<file path="src/rtl/ro_pair_scheduler.sv">
// RO-PUF pair scheduler: picks two distinct ring oscillators (LFSR or sequential),
// then sequences a settle phase and a gated measurement window.
module ro_pair_scheduler #(
    parameter int NUM_RO = 16,
    parameter int SEL_W  = $clog2(NUM_RO),
    parameter int LFSR_W = 8,
    parameter int SETTLE = 16,
    parameter int WINDOW = 1024
) (
    input  logic              clk,
    input  logic              reset_n,
    input  logic              mode,
    input  logic              seed_load,
    input  logic [LFSR_W-1:0] seed,
    input  logic              start,
    input  logic              abort,
    output logic              busy,
    output logic              pair_valid,
    output logic [SEL_W-1:0]  ro1_sel,
    output logic [SEL_W-1:0]  ro2_sel,
    output logic [NUM_RO-1:0] ro_enable,
    output logic              meas_en,
    output logic              done
);

    localparam int MAX_CNT = (SETTLE > WINDOW) ? SETTLE : WINDOW;
    localparam int CNT_W   = $clog2(MAX_CNT + 1);

    typedef enum logic [2:0] {
        S_IDLE,
        S_PICK,
        S_SETTLE,
        S_MEASURE,
        S_DONE
    } state_t;

    state_t            state, state_n;
    logic [LFSR_W-1:0] lfsr, lfsr_n;
    logic [SEL_W-1:0]  k, k_n;
    logic              mode_q, mode_n;
    logic [CNT_W-1:0]  cnt, cnt_n;
    logic [SEL_W-1:0]  ro1_n, ro2_n;
    logic [NUM_RO-1:0] en_n;
    logic              pv_n, meas_n, done_n, busy_n;

    logic [LFSR_W-1:0] seed_fix, step_src, step_val;
    logic              fb;
    logic [SEL_W-1:0]  a_rand, b_raw, b_rand, pick_a, pick_b;

    // A zero seed would lock the LFSR; coincident load+start steps the new seed.
    assign seed_fix = (seed == '0) ? LFSR_W'(1) : seed;
    assign step_src = seed_load ? seed_fix : lfsr;

    generate
        if (LFSR_W == 16) begin : g_fb16
            assign fb = step_src[15] ^ step_src[14] ^ step_src[12] ^ step_src[3];
        end else if (LFSR_W == 12) begin : g_fb12
            assign fb = step_src[11] ^ step_src[5] ^ step_src[3] ^ step_src[0];
        end else begin : g_fb8
            assign fb = step_src[7] ^ step_src[5] ^ step_src[4] ^ step_src[3];
        end
    endgenerate

    assign step_val = {step_src[LFSR_W-2:0], fb};

    assign a_rand = lfsr[SEL_W-1:0];
    assign b_raw  = lfsr[2*SEL_W-1:SEL_W];
    assign b_rand = (a_rand == b_raw) ? (a_rand ^ SEL_W'(1)) : b_raw;
    assign pick_a = mode_q ? k : a_rand;
    assign pick_b = mode_q ? (k + SEL_W'(1)) : b_rand;

    always_comb begin
        state_n = state;
        lfsr_n  = lfsr;
        k_n     = k;
        mode_n  = mode_q;
        cnt_n   = cnt;
        ro1_n   = ro1_sel;
        ro2_n   = ro2_sel;
        en_n    = ro_enable;
        pv_n    = pair_valid;
        meas_n  = meas_en;
        done_n  = 1'b0;
        busy_n  = busy;
        if (abort && state != S_IDLE) begin
            state_n = S_IDLE;
            en_n    = '0;
            meas_n  = 1'b0;
            pv_n    = 1'b0;
            busy_n  = 1'b0;
        end else begin
            case (state)
                S_IDLE: begin
                    if (seed_load) lfsr_n = seed_fix;
                    if (start) begin
                        state_n = S_PICK;
                        mode_n  = mode;
                        busy_n  = 1'b1;
                        pv_n    = 1'b0;
                        if (!mode) lfsr_n = step_val;
                    end
                end
                S_PICK: begin
                    ro1_n   = pick_a;
                    ro2_n   = pick_b;
                    en_n    = (NUM_RO'(1) << pick_a) | (NUM_RO'(1) << pick_b);
                    pv_n    = 1'b1;
                    cnt_n   = CNT_W'(SETTLE - 1);
                    state_n = S_SETTLE;
                    if (mode_q) k_n = k + SEL_W'(1);
                end
                S_SETTLE: begin
                    if (cnt == '0) begin
                        state_n = S_MEASURE;
                        meas_n  = 1'b1;
                        cnt_n   = CNT_W'(WINDOW - 1);
                    end else begin
                        cnt_n = cnt - CNT_W'(1);
                    end
                end
                S_MEASURE: begin
                    if (cnt == '0) begin
                        state_n = S_DONE;
                        done_n  = 1'b1;
                        en_n    = '0;
                        meas_n  = 1'b0;
                    end else begin
                        cnt_n = cnt - CNT_W'(1);
                    end
                end
                S_DONE: begin
                    state_n = S_IDLE;
                    busy_n  = 1'b0;
                end
                default: state_n = S_IDLE;
            endcase
        end
    end

    always_ff @(posedge clk or negedge reset_n) begin
        if (!reset_n) begin
            state      <= S_IDLE;
            lfsr       <= LFSR_W'(1);
            k          <= '0;
            mode_q     <= 1'b0;
            cnt        <= '0;
            ro1_sel    <= '0;
            ro2_sel    <= SEL_W'(1);
            ro_enable  <= '0;
            pair_valid <= 1'b0;
            meas_en    <= 1'b0;
            done       <= 1'b0;
            busy       <= 1'b0;
        end else begin
            state      <= state_n;
            lfsr       <= lfsr_n;
            k          <= k_n;
            mode_q     <= mode_n;
            cnt        <= cnt_n;
            ro1_sel    <= ro1_n;
            ro2_sel    <= ro2_n;
            ro_enable  <= en_n;
            pair_valid <= pv_n;
            meas_en    <= meas_n;
            done       <= done_n;
            busy       <= busy_n;
        end
    end

endmodule

</file>
<file path="config.mk">
export PLATFORM = sky130hd
export DESIGN_NAME = ro_pair_scheduler
export DESIGN_NICKNAME = d
export VERILOG_FILES = /design/src/rtl/ro_pair_scheduler.sv
export SDC_FILE = /design/constraint.sdc
export NUM_CORES = 1
export LEC_CHECK = 0
export CORE_UTILIZATION = 30
export DETAILED_ROUTE_END_ITERATION = 8
export RECOVER_POWER = 25
export SLEW_MARGIN = 40
export SYNTH_ARGS = -nofsm -noshare
export SYNTH_HDL_FRONTEND = slang
export SYNTH_SLANG_ARGS = --single-unit
</file>
<file path="constraint.sdc">
create_clock -name clk -period 3.7 [get_ports clk]
set_input_delay 0.555 -clock clk [delete_from_list [all_inputs] [get_ports clk]]
set_output_delay 0.555 -clock clk [all_outputs]
set_load 0.005 [all_outputs]
</file>
======== Word level (Yosys, flattened, before mapping) ========
Cells that the tools add are included.
word-level totals
  memories kept ........................... 0
  output and inout bits ................... 28
  bits in read-only memories .............. 0
  RAM bits ................................ 0
  bits in latches ......................... 0
  flip-flop bits (word level) ............. 55
cells by class
  order comparisons ....................... 0
  reductions and logical operators ........ 20
  multipliers ............................. 0
  shift operators ......................... 2
  bitwise operators ....................... 6
  $add $sub $neg .......................... 2
  eq/ne operators ......................... 9
  multiplexer cells ....................... 31
  divide/modulo/power cells ............... 0
operators with widths
  operator                 count
  $pmux W11 S3             1
  $mux W16                 2
  $mux W8                  4
  $pmux W16 S2             1
  $shl A1 B4 Y16 const A   2
  $mux W11                 2
  $reduce_bool A3 Y1       6
  $or A16 B16 Y16          1
  $reduce_and A3 Y1        5
  $mux W3                  4
  $mux W4                  3
  $pmux W3 S4              1
  $logic_not A11 Y1        1
  $sub A11 B1 Y11 const B  1
  $mux W1                  10
  $reduce_and A2 Y1        5
  $ne A3 B3 Y1 const B     3
  $logic_not A8 Y1         1
  $eq A3 B2 Y1 const B     2
  $pmux W1 S2              3
  $add A4 B1 Y4 const B    1
  $eq A4 B4 Y1             1
  $eq A3 B1 Y1 const B     1
  $eq A3 B3 Y1 const B     1
  other kinds (5)          8

======== Logic depth before layout (Yosys ltp) ========
Gate-level depths: netlist of the first run.
  depth in word-level cells ............... 8
  mapped depth ............................ 9

======== Worst setup path after synthesis of the first run ========
No wires, ideal clock.
  path type ............................... register to register
  start ................................... register cnt[0]
  end ..................................... register ro_enable[10]
  cell stages (with the launch flop) ...... 7
  data arrival time ....................... 1.718 ns
  path slack .............................. 1.849 ns
  buffers on the path ..................... 0
  clock period less this slack ............ 1.851 ns
  cell sequence ........................... dfrtp_1 inv_1 ha_1 nor4b_4 nand3_1 a311o_1 o21bai_1
between the ends
  word-level cells in the longest chain between the ends .. 3
ends and longest elaborated chain
  element                             line  RTL
  start, declared                     41    logic [CNT_W-1:0] cnt, cnt_n;
  start signal, assigned              159   cnt <= cnt_n;
  $logic_not A11 Y1                   122   if (cnt == '0) begin
  $ne A3 B3 Y1 (no source line)       -
  $reduce_and A2 Y1 (no source line)  -
  end signal, assigned                162   ro_enable <= en_n;
  end, declared                       21    output logic [NUM_RO-1:0] ro_enable,
No other way between the ends.
A chain may end at the register's enable or synchronous reset.

======== Worst setup path after layout of the first run ========
  start ................................... input abort
  end ..................................... register ro_enable[10]
between the ends
  word-level cells in the longest chain between the ends .. 3
ends and longest elaborated chain
  element                                                              line  RTL
  start, declared                                                      16    input logic abort,
  $logic_and A1 B1 Y1 (*)                                              85    if (abort && state != S_IDLE) begin
  $ne A3 B3 Y1 (no source line) or $reduce_bool A3 Y1 (tied branches)  -
  $reduce_and A2 Y1 (no source line)                                   -
Mark *: on every way between the ends. The rest lies on a longest branch, timed or not.

==> results by group, run 1 <==
Run status
  – Run status: finished with violations
  – Violations in the final reports: max-capacitance violations, max-slew violations

Final layout
  – Commonest non-fill, non-tap cell in the layout: sky130_fd_sc_hd__dfrtp_1
  – Post-route cell area: slightly above 0.004 mm^2
  – Fraction of layout instances using a drive strength above 1: around 8.7%
  – Area overhead of the layout relative to synthesis: 18.9%
  – Ant. Diodes: 0
  – Count of nets after finishing: slightly above 400
  – Commonest cells after routing, fill and taps aside: sky130_fd_sc_hd__dfrtp_1, sky130_fd_sc_hd__nand2_1, sky130_fd_sc_hd__clkdlybuf4s50_1

Detailed routing
  – Number of DRC violations after detailed routing: 0
  – Antenna Nets Post-Route: 0
  – DRT Wirelength: roughly 8300 um
  – DRT Pass-1 Iters: 4
  – Iteration-0 DRC Markers: about 130
  – Avg WL per Cell: 15.8 um
  – Via Count: around 2900
  – Drt via density: 5.45

Setup path
  – CP Max Fanout: 22
  – Crit start category: input pin
  – WP data arrival: approximately 2.6 ns
  – Reg2reg end: cnt[1]$_DFFE_PN0P_
  – Internal reg-to-reg setup slack: roughly 1.5 ns
  – Critical Path Source: abort
  – Crit path capture type: flip-flop
  – Start of the worst register-to-register path: cnt[0]$_DFFE_PN0P_
  – Required time of the worst setup path: a little under 4 ns
  – Number of cells on the worst reg-to-reg path: 6
  – Critical path capture point: ro_enable[10]$_DFFE_PN0P_
  – Class of the most critical setup path: input pin to flip-flop

Placed design
  – Placed wire-length estimate after detailed placement: 6150 um
  – Count of buffers from port buffering: 41
  – Routability congestion estimate: between 0.8 and 0.9
  – Post-detailed-placement cell area: roughly 0.0039 mm^2
  – Worst Setup Slack post-DPL: ~1.1 ns

Floorplan
  – Floorplan die width: approximately 110 um
  – Top-Level Pins: 42
  – Core Area: around 0.011 mm^2
  – Full die area: ~0.012 mm^2
  – Initial Utilization: a little under a third
  – Site Rows: 38
  – Die H: between 100 and 150 um

Clock network
  – Number of buffers created by CTS: 5
  – Source-to-sink clock delay at the later pin of the worst-skew pair: about 0.3 ns
  – TritonCTS clock tree: done
  – Clock Sinks: 55
  – Number of instances resized during post-cts repair: 0
  – Clock transition at the register clock pins on the worst setup and hold paths after CTS: ~0.070 ns
  – Worst-case clock buffer depth: 2
  – H-Tree Depth: 2
  – Post-cts hold buffer count: 0
  – Setup fix buffers added after clock tree synthesis: 0
  – Cell chosen for the clock root: sky130_fd_sc_hd__clkbuf_16

Logic synthesis
  – Synthesized area divided by synthesized cell count: ~9.4 um^2
  – Synth Area in Adders: less than 1%
  – Simple-gate share of the synthesized area: between 20% and 30%
  – Synth async-reset ratio: between 90% and 100%
  – Compound-cell area share of the yosys netlist: about 23%
  – Mux share of post-synthesis cell area: around 5.9%
  – Number of synthesized register bits: 55
  – Largest family of logic cells by synthesized area: compound AO/OA/AOI/OAI gates
  – Main synth FF type: sky130_fd_sc_hd__dfrtp_1
  – Seq/Total Area, Yosys: between 40% and 50%
  – Post-synth net total: 375
  – Yosys synthesis warning count: 0
  – Cells after synthesis: between 300 and 400
  – Number of enable flip-flop cells after synthesis: 0
  – Number of distinct library cell variants in the gate-level netlist after synthesis: 61
  – Netlist area before placement: about 0.0034 mm^2
  – Area share of xor/xnor cells in the synthesized design: under 10%

STA
  – Relative max-transition margin: -13.1%
  – Post-route fraction of the period consumed by the critical path: between 60% and 70%
  – Final-report setup violation count: 0
  – Clock tree skew after final layout: between 0.01 and 0.015 ns
  – Final-report max-slew violation count: 33
  – Summed negative setup slack over all endpoints: 0 ns
  – Setup slack of the critical path after layout: 1.27 ns
  – RSZ-0062 raised after global routing: false
  – Maximum operating frequency: 412 MHz
  – Transition time at the pin with the least slew margin: around 1.7 ns
  – Final count of hold timing violations: 0
  – Post-route minimum period: about 2.4 ns

Global routing
  – Initial antenna violation count: 0
  – Vias in the first global route: approximately 2800
  – Global-route wire length before repair: roughly 14000 um
  – Aggregate global-route resource usage: between 10% and 20%
  – Pin count of the biggest net entering global routing: 33
  – Global route overflow: 0

Power
  – Peak VDD IR: ~0.33 mV
  – Leak pwr: 1.59 nW
  – PwrDens: between 700 and 800 mW/mm^2

Min path
  – Worst min path class: flip-flop to flip-flop

Run
  – Max-cap check violation count: 1
metal layers:
metal	vias up	global-route usage (%)	wire [um]
li1	1400	-	-
met1	1402	22.1	4080
met2	72	23.1	3790
met3	7	3.25	379
met4	0	3.57	85
met5	-	0	0
flip-flops by register name, indices dropped and copies added (netlist names):
signal,cells
lfsr,8
state,3
pair_valid,1
cnt,11
done,1
busy,1
ro2_sel,4
k,4
ro1_sel,4
ro_enable,16
mode_q,1
meas_en,1
worst max-delay path, stage by stage:
cell and delay [ns]:
sky130_fd_sc_hd__dlygate4sd3_1 0.64, sky130_fd_sc_hd__or4b_4 0.67, sky130_fd_sc_hd__a2111oi_0 0.49, sky130_fd_sc_hd__a311o_1 0.17, sky130_fd_sc_hd__o21bai_1 0.10
report_power, final:
part	internal (mW)	switching (mW)	total, mW
combinational	0.595	0.768	1.36
sequential	0.800	0.268	1.07
clock	0.271	0.214	0.486
total	1.67	1.25	2.92
synthesized netlist by cell type, types with 8 or more instances:
cell / count / area share, %
sky130_fd_sc_hd__mux2i_1: 12 / 3.5
sky130_fd_sc_hd__dfrtp_1: 53 / 39
sky130_fd_sc_hd__nand4_1: 9 / 1.7
sky130_fd_sc_hd__buf_2: 8 / 1.2
sky130_fd_sc_hd__o21ai_0: 17 / 2.5
sky130_fd_sc_hd__nor2_1: 21 / 2.3
sky130_fd_sc_hd__o221ai_1: 11 / 2.8
sky130_fd_sc_hd__inv_1: 17 / 1.9
sky130_fd_sc_hd__clkbuf_1: 10 / 1.1
sky130_fd_sc_hd__nand2_1: 41 / 4.5
sky130_fd_sc_hd__nand3_1: 10 / 1.5
sky130_fd_sc_hd__nor2b_1: 8 / 1.5
worst min-delay path by stage:
stage	slack, ns	startpoint	to	cells after the start
detailed placement	0.47	ro2_sel[0]$_DFFE_PN1P_	ro2_sel[0]$_DFFE_PN1P_	2
global route	0.53	ro2_sel[2]$_DFFE_PN0P_	ro2_sel[2]$_DFFE_PN0P_	1
global placement	0.48	ro2_sel[2]$_DFFE_PN0P_	ro2_sel[2]$_DFFE_PN0P_	1
finish	0.48	ro2_sel[0]$_DFFE_PN1P_	ro2_sel[0]$_DFFE_PN1P_	2
CTS	0.33	reset_n	cnt[7]$_DFFE_PN0P_	1
floorplan	0.26	reset_n	busy$_DFFE_PN0P_	0
logic make-up (layout without fill, tap and decap cells):
group                      after synthesis  in the layout
xor gates and xnor gates                11             11
buffers and inverters                   40             70
muxes                                   19             19
AOI/OAI and AO/OA                       96             96
adders and majority gates                2              2
DFF                                     55             55
and+or+nand+nor                        136            136
per-stage QoR:
step                util, %  hold WS [ns]  total power [mW]  instances
global placement       35.4         0.480              2.42        521
finish                 36.8         0.481              2.92        529
CTS                    36.8         0.335              2.93        529
detailed placement     35.4         0.474              2.44        521
floorplan                 -         0.259              1.96        359
global route           36.8         0.529              3.15        529
final cells by class:
type                       count  area, um^2
fill                        1136        6910
sequential                    55        1380
inverter                      18        67.6
multi-input combinational    264        1830
timing repair buffer          44         427
tap                          140         175
clock inverter                 1        8.76
clock buffer                   7         143
No activity file was read; power rests on OpenSTA's default activity.
==> run 2, diff against run 1 <==
Clock period 3.7 ns to 2.1 ns, I/O delays scaled along.
==> results by group, run 2 (synthesis results as in run 1) <==
Detailed routing
  – Antenna Nets Post-Route: 0
  – Number of DRC violations after detailed routing: 0
  – DRT Wirelength: approximately 8600 um
  – Iteration-0 DRC Markers: around 120
  – Via Count: slightly below 3000
  – Avg WL per Cell: around 15 um
  – DRT Pass-1 Iters: 4
  – Drt via density: ~5.3

Global routing
  – Vias in the first global route: between 2000 and 3000
  – Most utilized layer in the global route result: met2
  – Global-route wire length before repair: about 14000 um
  – Initial antenna violation count: 0
  – Aggregate global-route resource usage: 15.4%
  – Pin count of the biggest net entering global routing: 56
  – Met2 demand-to-capacity share in global routing: 24.3%
  – Grt met1 use: between 20% and 30%
  – Global route overflow: 0
  – Met3 global-route usage: under 10%

Clock network
  – Source-to-sink clock delay at the later pin of the worst-skew pair: 0.30 ns
  – Clock transition at the register clock pins on the worst setup and hold paths after CTS: about 0.070 ns
  – Number of instances resized during post-cts repair: 0
  – Setup fix buffers added after clock tree synthesis: 0
  – H-Tree Depth: 2
  – Number of buffers created by CTS: 5
  – Post-cts hold buffer count: 0
  – Cell chosen for the clock root: sky130_fd_sc_hd__clkbuf_16
  – Worst-case clock buffer depth: 2
  – Clock Sinks: 55
  – TritonCTS clock tree: done

Final layout
  – Commonest cells after routing, fill and taps aside: sky130_fd_sc_hd__dfrtp_1, sky130_fd_sc_hd__nand2_1, sky130_fd_sc_hd__clkdlybuf4s50_1
  – Flip-flop count of the largest register, all copies and words added: 16
  – Commonest non-fill, non-tap cell in the layout: sky130_fd_sc_hd__dfrtp_1
  – Fraction of layout instances using a drive strength above 1: between 15 and 20%
  – Registers with the highest flip-flop counts: ro_enable: 16 flops, cnt: 11 flops, lfsr: 8 flops
  – Fin cells: 560
  – Count of nets after finishing: 435
  – Ant. Diodes: 0
  – Largest Register: ro_enable
  – Area overhead of the layout relative to synthesis: 26.0%

STA
  – Relative max-transition margin: about a tenth
  – Post-route fraction of the period consumed by the critical path: approximately 90%
  – Final-report setup violation count: 0
  – Final count of hold timing violations: 0
  – Maximum operating frequency: approximately 520 MHz
  – RSZ-0062 raised after global routing: false
  – Clock tree skew after final layout: roughly 0.011 ns
  – Post-route minimum period: between 1.5 and 2 ns
  – Transition time at the pin with the least slew margin: approximately 1.4 ns
  – Final-report max-slew violation count: 0

Setup path
  – Crit start category: flip-flop
  – WP data arrival: between 2 and 2.5 ns
  – CP Max Fanout: 8
  – Class of the most critical setup path: flip-flop to flip-flop
  – Required time of the worst setup path: 2.31 ns
  – Crit path capture type: flip-flop

Placed design
  – Total instance count after detailed placement: around 550
  – Routability congestion estimate: between 0.7 and 0.8
  – Placed wire-length estimate after detailed placement: approximately 6500 um
  – Count of buffers from port buffering: 41

Floorplan
  – Initial Utilization: a little under a third
  – Site Rows: 38
  – Die H: 108 um
  – Floorplan die width: 108 um
  – Core Area: approximately 0.011 mm^2
  – Full die area: around 0.012 mm^2
  – Top-Level Pins: 42

Power
  – Peak VDD IR: 0.478 mV
  – Leak pwr: 1.75 nW
  – PwrDens: about 1300 mW/mm^2
  – Overall Power: around 5.5 mW

Min path
  – Worst min path class: input pin to asynchronous set/reset pin

Run
  – Max-cap check violation count: 0

Run status
  – Run status: finished, final reports clean
## run 2: final cells by class
cell class,count,area (um^2)
Sequential cell,55,1380
Inverter,18,67.6
Timing Repair Buffer,75,671
Clock inverter,2,13.8
Tap cell,140,175
Multi-Input combinational cell,264,1820
Fill cell,1126,6670
Clock buffer,6,139
## run 2: per-stage QoR
step | cell area (um^2) | hold slack, ns | util [%] | worst slack (ns) | TNS [ns]
finish | 4270 | 0.407 | 39.0 | 0.180 | 0
global route | 4270 | 0.503 | 39.0 | 0.0153 | 0
CTS | 4280 | 0.0171 | 39.2 | 0.147 | 0
detailed placement | 4130 | 0.335 | 37.8 | -0.0531 | -0.195
global placement | 4130 | 0.330 | 37.8 | -0.0400 | -0.221
floorplan | 3390 | 0.0194 | - | 0.249 | 0
## run 2: critical path: stages (launching register included)
cell and delay [ns]:
sky130_fd_sc_hd__dfrtp_1 0.52, sky130_fd_sc_hd__or3b_2 0.55, sky130_fd_sc_hd__a2111oi_0 0.49, sky130_fd_sc_hd__a311o_1 0.17, sky130_fd_sc_hd__o21bai_1 0.10
## run 2: path summary, 6_finish.rpt
path | start | to | slack, ns | cells after the start
worst max-delay path | lfsr[1]$_DFFE_PN0P_ | ro_enable[10]$_DFFE_PN0P_ | 0.18 | 4
worst min-delay path | reset_n | cnt[7]$_DFFE_PN0P_ | 0.41 | 2
worst max register to register | lfsr[1]$_DFFE_PN0P_ | ro_enable[10]$_DFFE_PN0P_ | 0.18 | 4
worst min register to register | ro2_sel[0]$_DFFE_PN1P_ | ro2_sel[0]$_DFFE_PN1P_ | 0.49 | 2
max in group asynchronous | reset_n | ro_enable[4]$_DFFE_PN0P_ | 0.88 | 2
min in group clk | ro2_sel[0]$_DFFE_PN1P_ | ro2_sel[0]$_DFFE_PN1P_ | 0.49 | 2
## run 2: power breakdown
part,internal [mW],leakage [nW],total (mW),switching [mW]
clock network,0.478,0.0772,0.867,0.389
logic,1.31,0.973,2.83,1.52
registers,1.41,0.704,1.79,0.376
## run 2: routing by layer
| layer | vias up | part of all wire (%) |
|---|---|---|
| met5 | - | 0 |
| met4 | 0 | 1.5 |
| met3 | 13 | 4.5 |
| met2 | 82 | 46 |
| met1 | 1419 | 48 |
| li1 | 1459 | - |
